==> src/rtl/cpc_sixrom_pkg.sv <==
// Shared types and constants for the six-ROM expansion board select logic.
package cpc_sixrom_pkg;

  // Capture FSM for the upper-ROM select write (port &DFxx)
  typedef enum logic [2:0] {
    StArm,
    StIdle,
    StQual,
    StCapt,
    StHold
  } cap_state_e;

  localparam int unsigned NUM_SLOTS   = 6;
  localparam int unsigned NUM_SOCKETS = 3;

  // Socket index encodings, one per 32K EEPROM
  localparam logic [1:0] SockRom01 = 2'd0;
  localparam logic [1:0] SockRom23 = 2'd1;
  localparam logic [1:0] SockRom45 = 2'd2;

endpackage

==> src/rtl/cpc_sixrom_select_if.sv <==
// CPC edge-connector bus, DIP switches and EEPROM control lines of the six-ROM board.
interface cpc_sixrom_select_if;

  logic       IOREQ_B;
  logic       WR_B;
  logic       RD_B;
  logic       MREQ_B;
  logic       ROMEN_B;
  logic       A15;
  logic       A14;
  logic       A13;
  logic [7:0] D;
  logic [7:0] dip;

  logic       rom01cs_b;
  logic       rom23cs_b;
  logic       rom45cs_b;
  logic       romoe_b;
  logic       roma14;
  logic       romdis_pre;

  // Bus side: drives strobes, address, data and switches
  modport master (
    output IOREQ_B, WR_B, RD_B, MREQ_B, ROMEN_B, A15, A14, A13, D, dip,
    input  rom01cs_b, rom23cs_b, rom45cs_b, romoe_b, roma14, romdis_pre
  );

  // CPLD side: snoops the bus, drives the EEPROM controls
  modport slave (
    input  IOREQ_B, WR_B, RD_B, MREQ_B, ROMEN_B, A15, A14, A13, D, dip,
    output rom01cs_b, rom23cs_b, rom45cs_b, romoe_b, roma14, romdis_pre
  );

endinterface

==> src/rtl/rom_slot_match.sv <==
// Maps a latched ROM number onto the DIP-configured six-slot window.
module rom_slot_match
  import cpc_sixrom_pkg::*;
(
  input  logic [7:0] rom_num,
  input  logic       valid,
  input  logic [7:0] dip,
  output logic       hit,
  output logic [1:0] sock,
  output logic       a14
);

  logic [3:0] idx;
  logic       sock_en;

  // Slot offset from base wraps in 4 bits; socket pairs consecutive slots
  always_comb begin
    idx     = rom_num[3:0] - dip[3:0];
    sock    = idx[2:1];
    a14     = idx[0];
    sock_en = 1'b0;
    case (sock)
      SockRom01: sock_en = dip[4];
      SockRom23: sock_en = dip[5];
      SockRom45: sock_en = dip[6];
      default:   sock_en = 1'b0;
    endcase
    hit = valid & dip[7] & (rom_num[7:4] == 4'd0) & (idx < 4'(NUM_SLOTS)) & sock_en;
  end

endmodule

==> src/rtl/cpc_sixrom_select.sv <==
// Upper-ROM select snooper and EEPROM chip-select controller for the six-ROM board.
module cpc_sixrom_select
  import cpc_sixrom_pkg::*;
#(
  parameter int unsigned FILTER_SAMPLES = 2
) (
  input logic                 CLK,
  input logic                 RESET,
  cpc_sixrom_select_if.slave  bus
);

  logic       wstb;
  cap_state_e state_q, state_d;
  logic [1:0] cnt_q, cnt_d;
  logic [7:0] rom_num_q, rom_num_d;
  logic       valid_q, valid_d;

  logic       match_hit;
  logic [1:0] match_sock;
  logic       match_a14;
  logic       sel_hit_q;
  logic [1:0] sel_sock_q;
  logic       sel_a14_q;

  logic                   acc;
  logic [NUM_SOCKETS-1:0] cs_b;

  assign wstb = ~bus.IOREQ_B & ~bus.WR_B & ~bus.A13;

  // Capture FSM next state: filter the write strobe, capture once per strobe
  always_comb begin
    state_d   = state_q;
    cnt_d     = cnt_q;
    rom_num_d = rom_num_q;
    valid_d   = valid_q;
    case (state_q)
      StArm: begin
        if (!wstb) state_d = StIdle;
      end
      StIdle: begin
        if (wstb) begin
          cnt_d   = 2'd1;
          state_d = (FILTER_SAMPLES == 1) ? StCapt : StQual;
        end
      end
      StQual: begin
        if (wstb) begin
          cnt_d = cnt_q + 2'd1;
          if (cnt_d == 2'(FILTER_SAMPLES)) state_d = StCapt;
        end else begin
          state_d = StIdle;
        end
      end
      StCapt: begin
        rom_num_d = bus.D;
        valid_d   = 1'b1;
        state_d   = StHold;
      end
      StHold: begin
        if (!wstb) state_d = StIdle;
      end
      default: state_d = StArm;
    endcase
  end

  // Capture FSM and latched ROM number
  always_ff @(posedge CLK) begin
    if (RESET) begin
      state_q   <= StArm;
      cnt_q     <= 2'd0;
      rom_num_q <= 8'd0;
      valid_q   <= 1'b0;
    end else begin
      state_q   <= state_d;
      cnt_q     <= cnt_d;
      rom_num_q <= rom_num_d;
      valid_q   <= valid_d;
    end
  end

  rom_slot_match u_match (
    .rom_num (rom_num_q),
    .valid   (valid_q),
    .dip     (bus.dip),
    .hit     (match_hit),
    .sock    (match_sock),
    .a14     (match_a14)
  );

  // Selection register refreshed every cycle so only registered terms change at an edge
  always_ff @(posedge CLK) begin
    if (RESET) begin
      sel_hit_q  <= 1'b0;
      sel_sock_q <= SockRom01;
      sel_a14_q  <= 1'b0;
    end else begin
      sel_hit_q  <= match_hit;
      sel_sock_q <= match_sock;
      sel_a14_q  <= match_a14;
    end
  end

  // Gate the registered selection with live upper-ROM read strobes
  always_comb begin
    acc  = sel_hit_q & ~bus.ROMEN_B & ~bus.MREQ_B & bus.A15 & bus.A14;
    cs_b = '1;
    case (sel_sock_q)
      SockRom01: cs_b[0] = ~acc;
      SockRom23: cs_b[1] = ~acc;
      SockRom45: cs_b[2] = ~acc;
      default:   cs_b    = '1;
    endcase
    bus.rom01cs_b  = cs_b[0];
    bus.rom23cs_b  = cs_b[1];
    bus.rom45cs_b  = cs_b[2];
    bus.romoe_b    = ~(acc & ~bus.RD_B);
    bus.romdis_pre = acc;
    bus.roma14     = sel_a14_q;
  end

endmodule

==> src/flat_wrapper.sv <==
// flat-port wrapper written by rule: the top's interface ports become plain ports
module cpc_sixrom_select_flat import cpc_sixrom_pkg::*;
#(
  parameter int unsigned FILTER_SAMPLES = 2
)
  (CLK, RESET, bus_IOREQ_B, bus_WR_B, bus_RD_B, bus_MREQ_B, bus_ROMEN_B, bus_A15, bus_A14, bus_A13, bus_D, bus_dip, bus_rom01cs_b, bus_rom23cs_b, bus_rom45cs_b, bus_romoe_b, bus_roma14, bus_romdis_pre);
  cpc_sixrom_select_if bus_i ();
  input logic CLK;
  input logic RESET;
  input wire logic [$bits(bus_i.IOREQ_B)-1:0] bus_IOREQ_B;
  input wire logic [$bits(bus_i.WR_B)-1:0] bus_WR_B;
  input wire logic [$bits(bus_i.RD_B)-1:0] bus_RD_B;
  input wire logic [$bits(bus_i.MREQ_B)-1:0] bus_MREQ_B;
  input wire logic [$bits(bus_i.ROMEN_B)-1:0] bus_ROMEN_B;
  input wire logic [$bits(bus_i.A15)-1:0] bus_A15;
  input wire logic [$bits(bus_i.A14)-1:0] bus_A14;
  input wire logic [$bits(bus_i.A13)-1:0] bus_A13;
  input wire logic [$bits(bus_i.D)-1:0] bus_D;
  input wire logic [$bits(bus_i.dip)-1:0] bus_dip;
  output wire logic [$bits(bus_i.rom01cs_b)-1:0] bus_rom01cs_b;
  output wire logic [$bits(bus_i.rom23cs_b)-1:0] bus_rom23cs_b;
  output wire logic [$bits(bus_i.rom45cs_b)-1:0] bus_rom45cs_b;
  output wire logic [$bits(bus_i.romoe_b)-1:0] bus_romoe_b;
  output wire logic [$bits(bus_i.roma14)-1:0] bus_roma14;
  output wire logic [$bits(bus_i.romdis_pre)-1:0] bus_romdis_pre;
  assign bus_i.IOREQ_B = bus_IOREQ_B;
  assign bus_i.WR_B = bus_WR_B;
  assign bus_i.RD_B = bus_RD_B;
  assign bus_i.MREQ_B = bus_MREQ_B;
  assign bus_i.ROMEN_B = bus_ROMEN_B;
  assign bus_i.A15 = bus_A15;
  assign bus_i.A14 = bus_A14;
  assign bus_i.A13 = bus_A13;
  assign bus_i.D = bus_D;
  assign bus_i.dip = bus_dip;
  assign bus_rom01cs_b = bus_i.rom01cs_b;
  assign bus_rom23cs_b = bus_i.rom23cs_b;
  assign bus_rom45cs_b = bus_i.rom45cs_b;
  assign bus_romoe_b = bus_i.romoe_b;
  assign bus_roma14 = bus_i.roma14;
  assign bus_romdis_pre = bus_i.romdis_pre;
  cpc_sixrom_select #(.FILTER_SAMPLES(FILTER_SAMPLES)) u_core (.CLK(CLK), .RESET(RESET), .bus(bus_i));
endmodule
==> config.mk <==
export PLATFORM = sky130hd
export DESIGN_NAME = cpc_sixrom_select_flat
export DESIGN_NICKNAME = d
export VERILOG_FILES = /design/src/rtl/cpc_sixrom_pkg.sv /design/src/rtl/cpc_sixrom_select_if.sv /design/src/rtl/rom_slot_match.sv /design/src/rtl/cpc_sixrom_select.sv /design/src/flat_wrapper.sv
export SDC_FILE = /design/constraint.sdc
export NUM_CORES = 1
export LEC_CHECK = 0
export CELL_PAD_IN_SITES_DETAIL_PLACEMENT = 1
export CELL_PAD_IN_SITES_GLOBAL_PLACEMENT = 1
export CORE_MARGIN = 4
export CORE_UTILIZATION = 31
export CTS_CLUSTER_SIZE = 16
export DETAILED_ROUTE_END_ITERATION = 12
export MAX_ROUTING_LAYER = met4
export PLACE_DENSITY_LB_ADDON = 0.1
export RECOVER_POWER = 100
export SETUP_SLACK_MARGIN = 0.4
export SLEW_MARGIN = 25
export SYNTH_ARGS = -nofsm -noshare
export SYNTH_HDL_FRONTEND = slang
export SYNTH_SLANG_ARGS = --single-unit
==> constraint.sdc <==
create_clock -name CLK -period 2.37 [get_ports CLK]
set_input_delay 0.474 -clock CLK [delete_from_list [all_inputs] [get_ports CLK]]
set_output_delay 0.474 -clock CLK [all_outputs]
set_load 0.005 [all_outputs]
Word level (Yosys, flattened, before mapping)

Index checks and enable logic that the tools add are counted.

Eq/ne operators: 13
Magnitude comparators: 1
Muxes and demuxes: 12
Reductions and logical operators: 8
Bitwise operators: 19
$add $sub $neg: 2

Operator list:

| operator                                                                      | number |
|---|---|
| 3-bit two-way mux                                                             | 4 |
| 3-bit case mux with 4 select lines                                            | 1 |
| 1-bit AND                                                                     | 11 |
| 1-bit inverter                                                                | 8 |
| 2-bit equality test (second input constant)                                   | 3 |
| 3-bit by 2-bit equality test with 1-bit output (second input constant)        | 2 |
| 3-bit AND reduction                                                           | 2 |
| 2-bit by 1-bit equality test with 1-bit output (second input constant)        | 2 |
| 2-bit logical NOT                                                             | 2 |
| 4-bit logical NOT                                                             | 1 |
| 4-bit by 3-bit less-than comparator with 1-bit output (second input constant) | 1 |
| 2-bit two-way mux                                                             | 2 |
| 2-bit by 1-bit != test with 1-bit output (second input constant)              | 2 |
| 2-bit case mux with 2 select lines                                            | 1 |
| 4-bit subtractor                                                              | 1 |
| 3-bit by 1-bit equality test with 1-bit output (second input constant)        | 1 |
| 3-bit equality test (second input constant)                                   | 1 |
| 3-bit logical NOT                                                             | 1 |
| 1-bit two-way mux                                                             | 3 |
| 3-bit != test (second input constant)                                         | 1 |
| 1-bit case mux with 3 select lines                                            | 1 |
| 2-bit by 1-bit adder with 2-bit output (second input constant)                | 1 |
| 2-bit != test (second input constant)                                         | 1 |
| 2-bit nonzero test                                                            | 1 |
| 2-bit OR reduction                                                            | 1 |

Logic and storage cells: 62
Bits of input ports: 26
Output and inout bits: 6
Register bits: 18

Logic depth before layout (Yosys ltp)

Gate-level depths: netlist of run 1.

Depth in word-level cells: 7
Depth in mapped cells: 7
Mapped depth without buffers: 7

By module

A second synthesis of run 1 with hierarchy kept.

Cell total of the unflattened synthesis: 97
Area, all modules: 903.4 sq um

Modules (own cells, without submodules):

| module            | area an instance (sq um) | seq. area each (sq um) | cells an instance | instances |
|---|---|---|---|---|
| cpc_sixrom_select | 730.7                    | 360.3                  | 75                | 1 |
| rom_slot_match    | 172.7                    | 0.0                    | 22                | 1 |

Worst setup path before layout of run 1

OpenSTA, ideal clock, no wires.

Path type: input port to flip-flop
From: input port bus_dip[2]
To: register u_core.sel_hit_q
Cell stages on the path: 5
Path buffers: 0
Setup time: 0.103 ns
Slack: 0.587 ns
Arrival time: 1.679 ns
Required time: 2.267 ns
Cells stage by stage: inv_1 -> ha_1 -> and3b_1 -> or3_1 -> a2111oi_2

Longest elaborated chain between the ends: 4
Elaborated cells on any way between the ends: 8
Those cells by class: 1 x add/sub; 1 x order compare; 2 x eq/ne; 1 x mux; 2 x bitwise; 1 x reduce/logical

RTL lines:

| element                                                                             | line                                       | source |
|---|---|---|
| start, declared                                                                     | flat_wrapper.sv:19                         | `input wire logic [$bits(bus_i.dip)-1:0] bus_dip;` |
| 4-bit subtractor *                                                                  | rom_slot_match.sv:18                       | `idx = rom_num[3:0] - dip[3:0];` |
| 4-bit by 3-bit less-than comparator with 1-bit output, or another cell as far along | rom_slot_match.sv:28                       | `hit = valid & dip[7] & (rom_num[7:4] == 4'd0) & (idx < 4'(NUM_SLOTS)) & sock_en;` |
| 1-bit AND / 1-bit case mux with 3 select lines (equally long branches)              | rom_slot_match.sv:28, rom_slot_match.sv:22 |  |
| 1-bit AND *                                                                         | rom_slot_match.sv:28                       |  |
| end signal, assigned                                                                | cpc_sixrom_select.sv:97                    | `sel_hit_q <= match_hit;` |
| end, declared                                                                       | cpc_sixrom_select.sv:21                    | `logic sel_hit_q;` |

Mark *: on every way between the ends. The rest lies on a longest branch, timed or not.
A chain may end at the register's enable or synchronous reset.

Worst setup path in the final report of run 1

Ends and elaborated chain as after synthesis.

==> results of run 1 <==
## stage by stage
step	total power [mW]	utilization
finish	0.596	0.498
global route	0.626	0.498
CTS	0.607	0.500
detailed placement	0.410	0.472
global placement	0.408	0.472
floorplan	0.353	-
## final timing paths
path / slack (ps) / endpoint / startpoint / cells past startpoint
worst min register to register: 450 / u_core.valid_q$_SDFFE_PP0P_ / u_core.valid_q$_SDFFE_PP0P_ / 2
worst max-delay path: 410 / u_core.sel_hit_q$_SDFF_PP0_ / bus_dip[2] / 6
worst min-delay path: 450 / u_core.valid_q$_SDFFE_PP0P_ / u_core.valid_q$_SDFFE_PP0P_ / 2
worst max register to register: 590 / u_core.sel_hit_q$_SDFF_PP0_ / u_core.rom_num_q[0]$_SDFFE_PP0P_ / 7
## what timing repair did
| action | in CTS | in global routing |
|---|---|---|
| gates resized for setup | 21 | 9 |
| setup endpoints to repair | 6 | 5 |
| pin swaps | 7 | 4 |
| setup buffers | 3 | 0 |
| gates cloned | 0 | 0 |
## flip-flops by register name, indices dropped and copies added (netlist names)
register,flops
u_core.rom_num_q,8
u_core.valid_q,1
u_core.state_q,3
u_core.sel_hit_q,1
u_core.bus.roma14,1
u_core.sel_sock_q,2
u_core.cnt_q,2
## cells by family after synthesis
| family | count (synthesis) | synth area share |
|---|---|---|
| AOI/OAI and AO/OA | 13 | 0.104 |
| and+or+nand+nor | 33 | 0.210 |
| muxes | 8 | 0.0954 |
| xor gates and xnor gates | 3 | 0.0313 |
| buffers and inverters | 10 | 0.0462 |
| adders and majority gates | 5 | 0.0835 |
| DFF | 18 | 0.429 |
## cells in the mapped netlist
master      n
mux2i_1     8
clkbuf_1    2
a21o_1      1
fa_1        1
dfxtp_1    18
or3_1       3
a31oi_1     1
nor3b_1     2
nor3_1      2
buf_2       1
o2111ai_1   1
nor2b_1     1
o21a_1      1
or4_1       1
nand4b_1    1
a21oi_1     5
nand2_1     1
inv_1       7
nor4_1      2
and3b_1     1
xnor2_1     3
o21ai_0     2
nor2_1     14
o31ai_1     1
ha_1        4
a2111oi_2   1
nand3_1     2
nand3b_1    3
## routing by layer
layer | part of all wire | vias up
met3 | 0.064 | 4
met2 | 0.48 | 22
met5 | 0 | -
met1 | 0.45 | 356
li1 | - | 389
met4 | 0.0080 | 0
## critical path, stage by stage
cell and delay [ps]:
clkdlybuf4s50_1 480, inv_2 50, ha_4 240, and3b_1 190
or3_1 390, a2111oi_4 340
## layout make-up
cell class                      count  area [sq um]  area share
Inverter                            7          26.3      0.0209
Sequential cell                    18           360       0.287
Multi-Input combinational cell     62           474       0.378
Tap cell                           30          37.5      0.0299
Clock buffer                        4          36.3      0.0289
Timing Repair Buffer               36           320       0.255
## power by group through the flow
stage / Clock, mW / Sequential [mW] / Combinational (mW)
floorplan: 0 / 0.321 / 0.0327
global placement: 0 / 0.322 / 0.0860
detailed placement: 0 / 0.322 / 0.0882
CTS: 0.200 / 0.315 / 0.0916
global route: 0.211 / 0.316 / 0.0988
finish: 0.190 / 0.315 / 0.0909
==> metrics.md, run 1 <==
| Metric | Value |
|---|---|
| Area added between synthesis and finish | `49.5%` |
| Worst Hold Class | `reg2reg` |
| Clk_lat worst skew | `around 290 ps` |
| Yosys cell types | `28` |
| Num rows | `18` |
| Final Hold Viols | `0` |
| Die X | `~60 um` |
| Total Wirelength | `2.14 mm` |
| I/O pins | `32` |
| Hold_buf cts | `0` |
| Met3 Usage GRT | `0.0497` |
| Remaining Overflow, GRT | `0` |
| Final Setup Violations | `0` |
| Seq pwr share | `0.528` |
| Switching power | `between 0.1 and 0.15 mW` |
| Max-slew violations | `0` |
| Largest net degree at the start of global routing | `19` |
| Sw Share | `0.231` |
| CTS tree | `done` |
| Synthesized net count | `between 100 and 150` |
| Gr busiest metal | `met2` |
| Crit-path max FO | `3` |
| Max VDD drop | `roughly 0.43 mV` |
| Minimum clock period | `just under 2000 ps` |
| Final period util | `0.828` |
| Layout net count | `about 160` |
| Die Area | `roughly 3600 sq um` |
| Crit start category | `input port` |
| Setup CP Type | `in2reg` |
| Clock share of power | `0.319` |
| DP Area | `roughly 1200 sq um` |
| Vias post-DR | `771` |
| RSZ-0062 raised after global routing | `true` |
| Final worst setup slack | `around 410 ps` |
| Yosys top cell area share | `0.429` |
| Num CTS Buffers | `3` |
| Nature of the critical path endpoint | `flip-flop` |
| Syn avg cell area | `just over 9 sq um` |
| Max Cap Viol | `0` |
| Final setup TNS | `0 ps` |
| Lkg Pwr | `between 0.5 and 0.6 nW` |
| Placed Cells | `150` |
| Yosys reg bits | `18` |
| FILL cells | `between 300 and 400` |
| Cell taking the most area after synthesis | `dfxtp_1` |
| Port buffer count | `31` |
| Pre-CTS setup slack | `-42.1 ps` |
| Fmax | `0.510 GHz` |
| Synth area leaders | `dfxtp_1 43%, mux2i_1 9.5%, nor2_1 6.3%, ha_1 6.0%, inv_1 3.1%` |
| Max Buffers Root-to-Sink | `2` |
| Drt via density | `roughly 4.9` |
| Initial core utilization | `0.333` |
| Number of diodes | `0` |
| Cell count after synthesis | `90` |
| Total GRT Usage | `0.134` |
| Post-route clock skew | `about 5 ps` |
| Global-route wire length before repair | `about 3.5 mm` |
| Worst slew margin | `0.467` |
| Die Ht | `approximately 60 um` |
| Clock Sinks | `18` |
| Combinational share of power | `0.152` |
| Cell Pwr Density | `around 480 nW/um^2` |
| WL/cell | `roughly 14 um` |
| Drc violations | `0` |
| Status | `completed` |
| Cell area after layout | `between 1000 and 1500 sq um` |
| CP arrival | `2170 ps` |
| Yosys warnings | `0` |
| Met1 usage | `0.142` |
| Root Buffer | `clkbuf_4` |
| Sequential element share of the synthesized area | `0.429` |
| Required @ worst endpoint | `about 2600 ps` |
| Dpl hpwl | `1.65 mm` |
| Hold_ws | `around 450 ps` |
| Antenna Nets Post-Route | `0` |
| Placer congestion estimate | `0.656` |
| Synthesized area | `about 840 sq um` |
| Initial antenna violation count | `0` |
| Worst-Margin Slew | `~800 ps` |
| Int Power | `about 0.46 mW` |
| Vias in the first global route | `between 700 and 800` |
| CTS clk-pin slew, worst paths | `roughly 110 ps` |
| Share of cells above drive strength 1 | `0.142` |
| Initial DRC count | `9` |
| H-tree Lvls | `1` |
| 1st-pass router iterations | `4` |
| Final non-filler cell total | `between 150 and 200` |
| Met2 Resource Use GR | `0.235` |
| Most frequent cells in the layout | `18 x clkdlybuf4s50_1, 18 x dfxtp_1, 14 x nor2_1, 8 x mux2i_1` |
| Core Region | `2520 sq um` |
Power figures use the tool's default switching activity.
==> inputs of run 2 (changes only) <==
==> constraint.sdc (replaced) <==
create_clock -name CLK -period 2 [get_ports CLK]
set_input_delay 0.4 -clock CLK [delete_from_list [all_inputs] [get_ports CLK]]
set_output_delay 0.4 -clock CLK [all_outputs]
set_load 0.005 [all_outputs]
==> run 2 against run 1 <==
Sequential share of layout area fell by 1.4 points. Largest power group unchanged. Global-route usage up 0.28 points. Worst hold slack improved by 17 ps. Critical path depth is 1 higher. Via count grew 3.6%. Sequential power grew 18%. Worst setup slack worse by 170 ps. Design area grew 5.6%. Clock power grew 18%. Total power grew 21%. Flip-flop and latch count unchanged. Non-clock buffer count increased by 7.
==> metrics.md, run 2 (synthesized netlist as in run 1, its figures left out) <==
| Metric | Value |
|---|---|
| Hold_ws | `468 ps (was 451 ps)` |
| FILL cells | `307 (was 305)` |
| Worst r2r src | `u_core.rom_num_q[0]$_SDFFE_PP0P_ (unchanged)` |
| Final period util | `0.881` |
| Crit-path max FO | `3 (unchanged)` |
| RSZ-0062 raised after global routing | `true (unchanged)` |
| Most frequent cells in the layout | `17 x clkdlybuf4s50_1, 17 x dfxtp_1, 14 x nor2_1, 8 x mux2i_1, 8 x buf_4 (was 18 x clkdlybuf4s50_1, 18 x dfxtp_1, 14 x nor2_1, 8 x mux2i_1)` |
| Number of diodes | `0 (unchanged)` |
| Core Region | `2520 sq um (unchanged)` |
| Required @ worst endpoint | `1600 ps (was 2580 ps)` |
| Share of cells above drive strength 1 | `0.239 (was 0.142)` |
| Fmax | `0.568 GHz` |
| Remaining Overflow, GRT | `0 (unchanged)` |
| Dpl hpwl | `1.54 mm (was 1.65 mm)` |
| Nature of the critical path endpoint | `primary output (was flip-flop)` |
| Die Area | `3600 sq um (unchanged)` |
| Initial DRC count | `10 (was 9)` |
| Minimum clock period | `1760 ps` |
| WL/cell | `12.8 um (was 13.6 um)` |
| CP arrival | `1360 ps (was 2170 ps)` |
| Drc violations | `0 (unchanged)` |
| Most flop-heavy register | `u_core.rom_num_q (unchanged)` |
| Reg-to-reg slack, setup | `330 ps (was 590 ps)` |
| Status | `completed (unchanged)` |
| 1st-pass router iterations | `4 (unchanged)` |
| Clk_lat worst skew | `300 ps (was 290 ps)` |
| Final Setup Violations | `0 (unchanged)` |
| Lkg Pwr | `0.579 nW (was 0.552 nW)` |
| Global-route wire length before repair | `3.57 mm (was 3.48 mm)` |
| Max Cap Viol | `0 (unchanged)` |
| Final setup TNS | `0 ps (unchanged)` |
| Die Ht | `60.0 um (unchanged)` |
| Placer congestion estimate | `0.669 (was 0.656)` |
| Final Hold Viols | `0 (unchanged)` |
| Vias in the first global route | `831 (was 785)` |
| Port buffer count | `31 (unchanged)` |
| CTS tree | `done (unchanged)` |
| Num rows | `18 (unchanged)` |
| R2r endpoint | `u_core.sel_hit_q$_SDFF_PP0_ (unchanged)` |
| Top Family by Delay on Critical Path | `buffers and inverters (was simple AND/OR/NAND/NOR gates)` |
| Crit-path slowest cell | `nand4b_1 (was clkdlybuf4s50_1)` |
| Crit-path max cell delay | `200 ps (was 480 ps)` |
| Vias post-DR | `799 (was 771)` |
| Worst-Margin Slew | `771 ps (was 800 ps)` |
| Hold path depth | `2 (unchanged)` |
| Antenna Nets Post-Route | `0 (unchanged)` |
| Root Buffer | `clkbuf_4 (unchanged)` |
| Clock Sinks | `18 (unchanged)` |
| I/O pins | `32 (unchanged)` |
| Layout net count | `166 (was 159)` |
| Max Buffers Root-to-Sink | `2 (unchanged)` |
| Die X | `60.0 um (unchanged)` |
| Max VDD drop | `0.407 mV (was 0.425 mV)` |
| Post-route clock skew | `8.63 ps (was 4.97 ps)` |
| Num CTS Buffers | `3 (unchanged)` |
| End of the worst hold path | `u_core.valid_q$_SDFFE_PP0P_ (unchanged)` |
| H-tree Lvls | `1 (unchanged)` |
| Setup CP Type | `in2out (was in2reg)` |
| Core Util, Final | `0.525 (was 0.498)` |
| Max reg flops | `8 (unchanged)` |
| Reg area | `362 sq um (was 360 sq um)` |
| Drt via density | `4.87 (was 4.91)` |
| Worst Reg-to-Reg Cells | `8 (was 7)` |
| Initial antenna violation count | `0 (unchanged)` |
| Area added between synthesis and finish | `57.8% (was 49.5%)` |
| Max-slew violations | `0 (unchanged)` |
| Initial core utilization | `0.333 (unchanged)` |
| Worst Hold Class | `reg2reg (unchanged)` |
| Total Wirelength | `2.10 mm (was 2.14 mm)` |
| Cell Pwr Density | `545 nW/um^2 (was 475 nW/um^2)` |
| Area occupied by multi-input gates | `487 sq um (was 474 sq um)` |
| Largest regs | `u_core.rom_num_q (8), u_core.state_q (3) (unchanged)` |
| Total GRT Usage | `0.136 (was 0.134)` |
| Worst slew margin | `0.486 (was 0.467)` |
| Largest net degree at the start of global routing | `19 (unchanged)` |
| Crit start category | `input port (unchanged)` |
| CTS clk-pin slew, worst paths | `100 ps (was 110 ps)` |
| Sequence of cells on the critical path | `clkdlybuf4s15_1, nand4b_1, nor2_1, clkbuf_4, buf_6, nand3b_1, buf_2 (was clkdlybuf4s50_1, inv_2, ha_4, and3b_1, or3_1, a2111oi_4)` |
| Worst path buffer plus inverter count | `4 (was 2)` |
| Worst hold start | `u_core.valid_q$_SDFFE_PP0P_ (unchanged)` |
run 2: area by class of cell:
cell class / instances / area share
flip-flops and latches: 18 / 0.273
well taps: 30 / 0.0283
inverters: 7 / 0.0198
clock buffers: 4 / 0.0274
repair buffers: 43 / 0.284
multi-input cells: 62 / 0.367
run 2: where the power goes:
| group | total [mW] | switching (mW) | internal (mW) |
|---|---|---|---|
| Clock | 0.225 | 0.114 | 0.111 |
| Sequential | 0.373 | 0.00620 | 0.367 |
| Combinational | 0.124 | 0.0449 | 0.0794 |
run 2: tightest hold or removal path: stages (launching register included):
cell and delay (ps):
dfxtp_1 320, inv_1 50, a21oi_1 50
run 2: worst max path at each step:
| stage | from | endpoint | cells after the start |
|---|---|---|---|
| after floorplan | bus_dip[0] | u_core.sel_hit_q$_SDFF_PP0_ | 6 |
| after global placement | bus_MREQ_B | bus_rom01cs_b | 4 |
| after detailed placement | bus_MREQ_B | bus_rom01cs_b | 4 |
| after CTS | u_core.sel_hit_q$_SDFF_PP0_ | bus_rom01cs_b | 3 |
| after global routing | u_core.sel_hit_q$_SDFF_PP0_ | bus_rom45cs_b | 6 |
| final | bus_MREQ_B | bus_rom23cs_b | 7 |
run 2: repair_timing:
| action | 4_1_cts | 5_1_grt |
|---|---|---|
| endpoints found under the setup margin | 8 | 6 |
| hold buffers | 0 | 0 |
| buffers inserted | 6 | 1 |
| pin swaps | 9 | 5 |
| cloned | 0 | 0 |
| gates resized for setup | 29 | 6 |
run 2: per-stage QoR:
stage	total power [mW]	worst slack, ps	cell area, sq um	instances
after detailed placement	0.502	-270	1260	153
after global routing	0.772	134	1330	164
after floorplan	0.427	374	886	90
after CTS	0.737	168	1320	163
after global placement	0.499	-245	1260	153
final	0.722	239	1330	164
run 2: routing by layer:
metal  global-route usage  routed length, um
met1                0.162                898
met2                0.218                965
met3               0.0281                194
met4               0.0665                 39
met5                    -                  0
==> inputs of run 3 (changes only) <==
--- a/config.mk
+++ b/config.mk
@@ -7,13 +7,13 @@
 export LEC_CHECK = 0
 export CELL_PAD_IN_SITES_DETAIL_PLACEMENT = 1
 export CELL_PAD_IN_SITES_GLOBAL_PLACEMENT = 1
+export CORE_ASPECT_RATIO = 0.6
 export CORE_MARGIN = 4
 export CORE_UTILIZATION = 31
 export CTS_CLUSTER_SIZE = 16
 export DETAILED_ROUTE_END_ITERATION = 12
 export MAX_ROUTING_LAYER = met4
 export PLACE_DENSITY_LB_ADDON = 0.1
-export RECOVER_POWER = 100
 export SETUP_SLACK_MARGIN = 0.4
 export SLEW_MARGIN = 25
 export SYNTH_ARGS = -nofsm -noshare
==> run 3 against run 2 <==
Via count down 5.0%. Register-to-register slack better by 50 ps. First-iteration DRC count rose to 5.9 times the previous value. Sequential share of layout area up 0.32 points. Wire length up 5.3%. Global-route usage down 0.37 points. Total power up 8.6%. Worst hold slack worse by 21 ps. Maximum frequency up 0.90%. Utilization down 0.61 points. Worst setup slack better by 16 ps. Sequential power about the same. Critical path type unchanged. Largest cell class unchanged.
==> metrics.md, run 3 (synthesized netlist as in run 1, its figures left out) <==
| Metric | Value |
|---|---|
| Initial core utilization | `0.331 (was 0.333)` |
| Initial DRC count | `59 (was 10)` |
| Remaining Overflow, GRT | `0 (unchanged)` |
| Clk_lat worst skew | `250 ps (was 300 ps)` |
| Largest net degree at the start of global routing | `19 (unchanged)` |
| Area occupied by multi-input gates | `507 sq um (was 487 sq um)` |
| Post-route clock skew | `0.338 ps (was 8.63 ps)` |
| Die Area | `3630 sq um (was 3600 sq um)` |
| Area added between synthesis and finish | `57.1% (was 57.8%)` |
| Die X | `75.2 um (was 60.0 um)` |
| Drc violations | `0 (unchanged)` |
| I/O pins | `32 (unchanged)` |
| Core Region | `2540 sq um (was 2520 sq um)` |
| CTS tree | `done (unchanged)` |
| Status | `completed (unchanged)` |
| Pre-CTS setup slack | `-271 ps (was -270 ps)` |
| Max-slew violations | `0 (unchanged)` |
| Fmax | `0.573 GHz (was 0.568 GHz)` |
| Initial antenna violation count | `0 (unchanged)` |
| Num rows | `14 (was 18)` |
| Crit start category | `input port (unchanged)` |
| Crit-path max cell delay | `490 ps (was 200 ps)` |
| Num CTS Buffers | `3 (unchanged)` |
| Crit-path slowest cell | `or4_1 (was nand4b_1)` |
| Worst Hold Class | `reg2reg (unchanged)` |
| Nature of the critical path endpoint | `primary output (unchanged)` |
| Die Ht | `48.3 um (was 60.0 um)` |
| Setup CP Type | `in2out (unchanged)` |
| Total GRT Usage | `0.133 (was 0.136)` |
| WL/cell | `13.8 um (was 12.8 um)` |
| Final worst setup slack | `254 ps (was 239 ps)` |
| Drt via density | `4.74 (was 4.87)` |
| Antenna Nets Post-Route | `0 (unchanged)` |
| CTS clk-pin slew, worst paths | `60 ps (was 100 ps)` |
| FILL cells | `297 (was 307)` |
| Global-route wire length before repair | `3.66 mm (was 3.57 mm)` |
| Lkg Pwr | `0.557 nW (was 0.579 nW)` |
| CP arrival | `1350 ps (was 1360 ps)` |
| Most flop-heavy register | `u_core.rom_num_q (unchanged)` |
| Layout net count | `160 (was 166)` |
| Reg area | `364 sq um (was 362 sq um)` |
| Max VDD drop | `0.357 mV (was 0.407 mV)` |
| Cell Pwr Density | `595 nW/um^2 (was 545 nW/um^2)` |
| Clock Sinks | `18 (unchanged)` |
| Port buffer count | `31 (unchanged)` |
| Number of diodes | `0 (unchanged)` |
| Worst slew margin | `0.573 (was 0.486)` |
| Crit-path max FO | `3 (unchanged)` |
| Root Buffer | `clkbuf_8 (was clkbuf_4)` |
| Max Buffers Root-to-Sink | `2 (unchanged)` |
| Largest regs | `u_core.rom_num_q (8), u_core.state_q (3) (unchanged)` |
| Pwr Total | `0.785 mW (was 0.722 mW)` |
| Max reg flops | `8 (unchanged)` |
| Most common cell after layout, fill and taps aside | `clkdlybuf4s50_1` |
| Vias in the first global route | `824 (was 831)` |
| Final period util | `0.873 (was 0.881)` |
| Final setup TNS | `0 ps (unchanged)` |
| Share of cells above drive strength 1 | `0.258 (was 0.239)` |
| Max Cap Viol | `0 (unchanged)` |
| Vias post-DR | `759 (was 799)` |
| Total Wirelength | `2.21 mm (was 2.10 mm)` |
| Worst-Margin Slew | `638 ps (was 771 ps)` |
| Required @ worst endpoint | `1600 ps (about the same)` |
| Minimum clock period | `1750 ps (was 1760 ps)` |
| Most frequent cells in the layout | `18 x clkdlybuf4s50_1, 15 x dfxtp_1, 13 x nor2_1, 8 x mux2i_1, 6 x buf_4 (was 17 x clkdlybuf4s50_1, 17 x dfxtp_1, 14 x nor2_1, 8 x mux2i_1, 8 x buf_4)` |
| Final Setup Violations | `0 (unchanged)` |
| Placer congestion estimate | `0.669 (about the same)` |
| RSZ-0062 raised after global routing | `true (unchanged)` |
| 1st-pass router iterations | `4 (unchanged)` |
| Dpl hpwl | `1.73 mm (was 1.54 mm)` |
| Sequence of cells on the critical path | `clkdlybuf4s15_1, nand4b_1, or4_1, buf_2 (was clkdlybuf4s15_1, nand4b_1, nor2_1, clkbuf_4, buf_6, nand3b_1, buf_2)` |
| Final Hold Viols | `0 (unchanged)` |
| H-tree Lvls | `1 (unchanged)` |
==> run 3: cell count changes in the layout (fill, tap and decap cells not counted), moves of 2 or more <==
cell / previous run / this run
clkdlybuf4s15_1: 1 / 5
clkbuf_8: 1 / 4
buf_2: 3 / 5
buf_4: 8 / 6
dfxtp_1: 17 / 15
dlygate4sd2_1: 6 / 3
dlygate4sd3_1: 2 / 0
dfxtp_2: 1 / 3
clkbuf_4: 4 / 0
clkbuf_1: 2 / 0
buf_6: 3 / 0
==> run 3: critical path: cells and delay by family <==
kind,cells,cell delay [ps]
and+or+nand+nor,2,640
buffers and inverters,2,300
==> run 3: path summary, 6_finish.rpt <==
kind | startpoint | endpoint | slack, ps | cells past startpoint
hold / removal | u_core.valid_q$_SDFFE_PP0P_ | u_core.valid_q$_SDFFE_PP0P_ | 450 | 2
setup / recovery | bus_A15 | bus_rom01cs_b | 250 | 4
hold reg to reg | u_core.valid_q$_SDFFE_PP0P_ | u_core.valid_q$_SDFFE_PP0P_ | 450 | 2
setup reg to reg | u_core.rom_num_q[0]$_SDFFE_PP0P_ | u_core.sel_hit_q$_SDFF_PP0_ | 380 | 7
==> run 3: where the power goes <==
part           internal, mW  switching, mW
Clock                 0.175          0.116
Sequential            0.367        0.00677
Combinational        0.0743         0.0457
==> run 3: what timing repair did <==
item | CTS | global route
setup buffers | 2 | 0
setup endpoints to repair | 8 | 8
resized for setup | 36 | 3
pin swaps | 10 | 7
hold buffers | 0 | 0
==> run 3: layout make-up <==
| class | count | share of cell area |
|---|---|---|
| flip-flops and latches | 18 | 0.276 |
| clock buffers | 4 | 0.0417 |
| multi-input cells | 62 | 0.384 |
| repair buffers | 37 | 0.248 |
| well taps | 32 | 0.0304 |
| inverters | 7 | 0.0199 |
==> run 3: through the flow <==
stage                     hold slack, ps  cell area, sq um  instances  utilization
after floorplan                      421               886         90            -
after global placement               428              1250        154        0.494
after detailed placement             442              1250        154        0.494
after CTS                            453              1310        160        0.516
after global routing                 482              1320        160        0.519
final                                447              1320        160        0.519
==> run 3: routing by layer <==
metal,track usage,up-vias,routed length (um)
li1,-,389,-
met3,0.0475,3,237
met2,0.171,27,847
met5,-,-,0
met1,0.202,340,1110
met4,0.0174,0,10
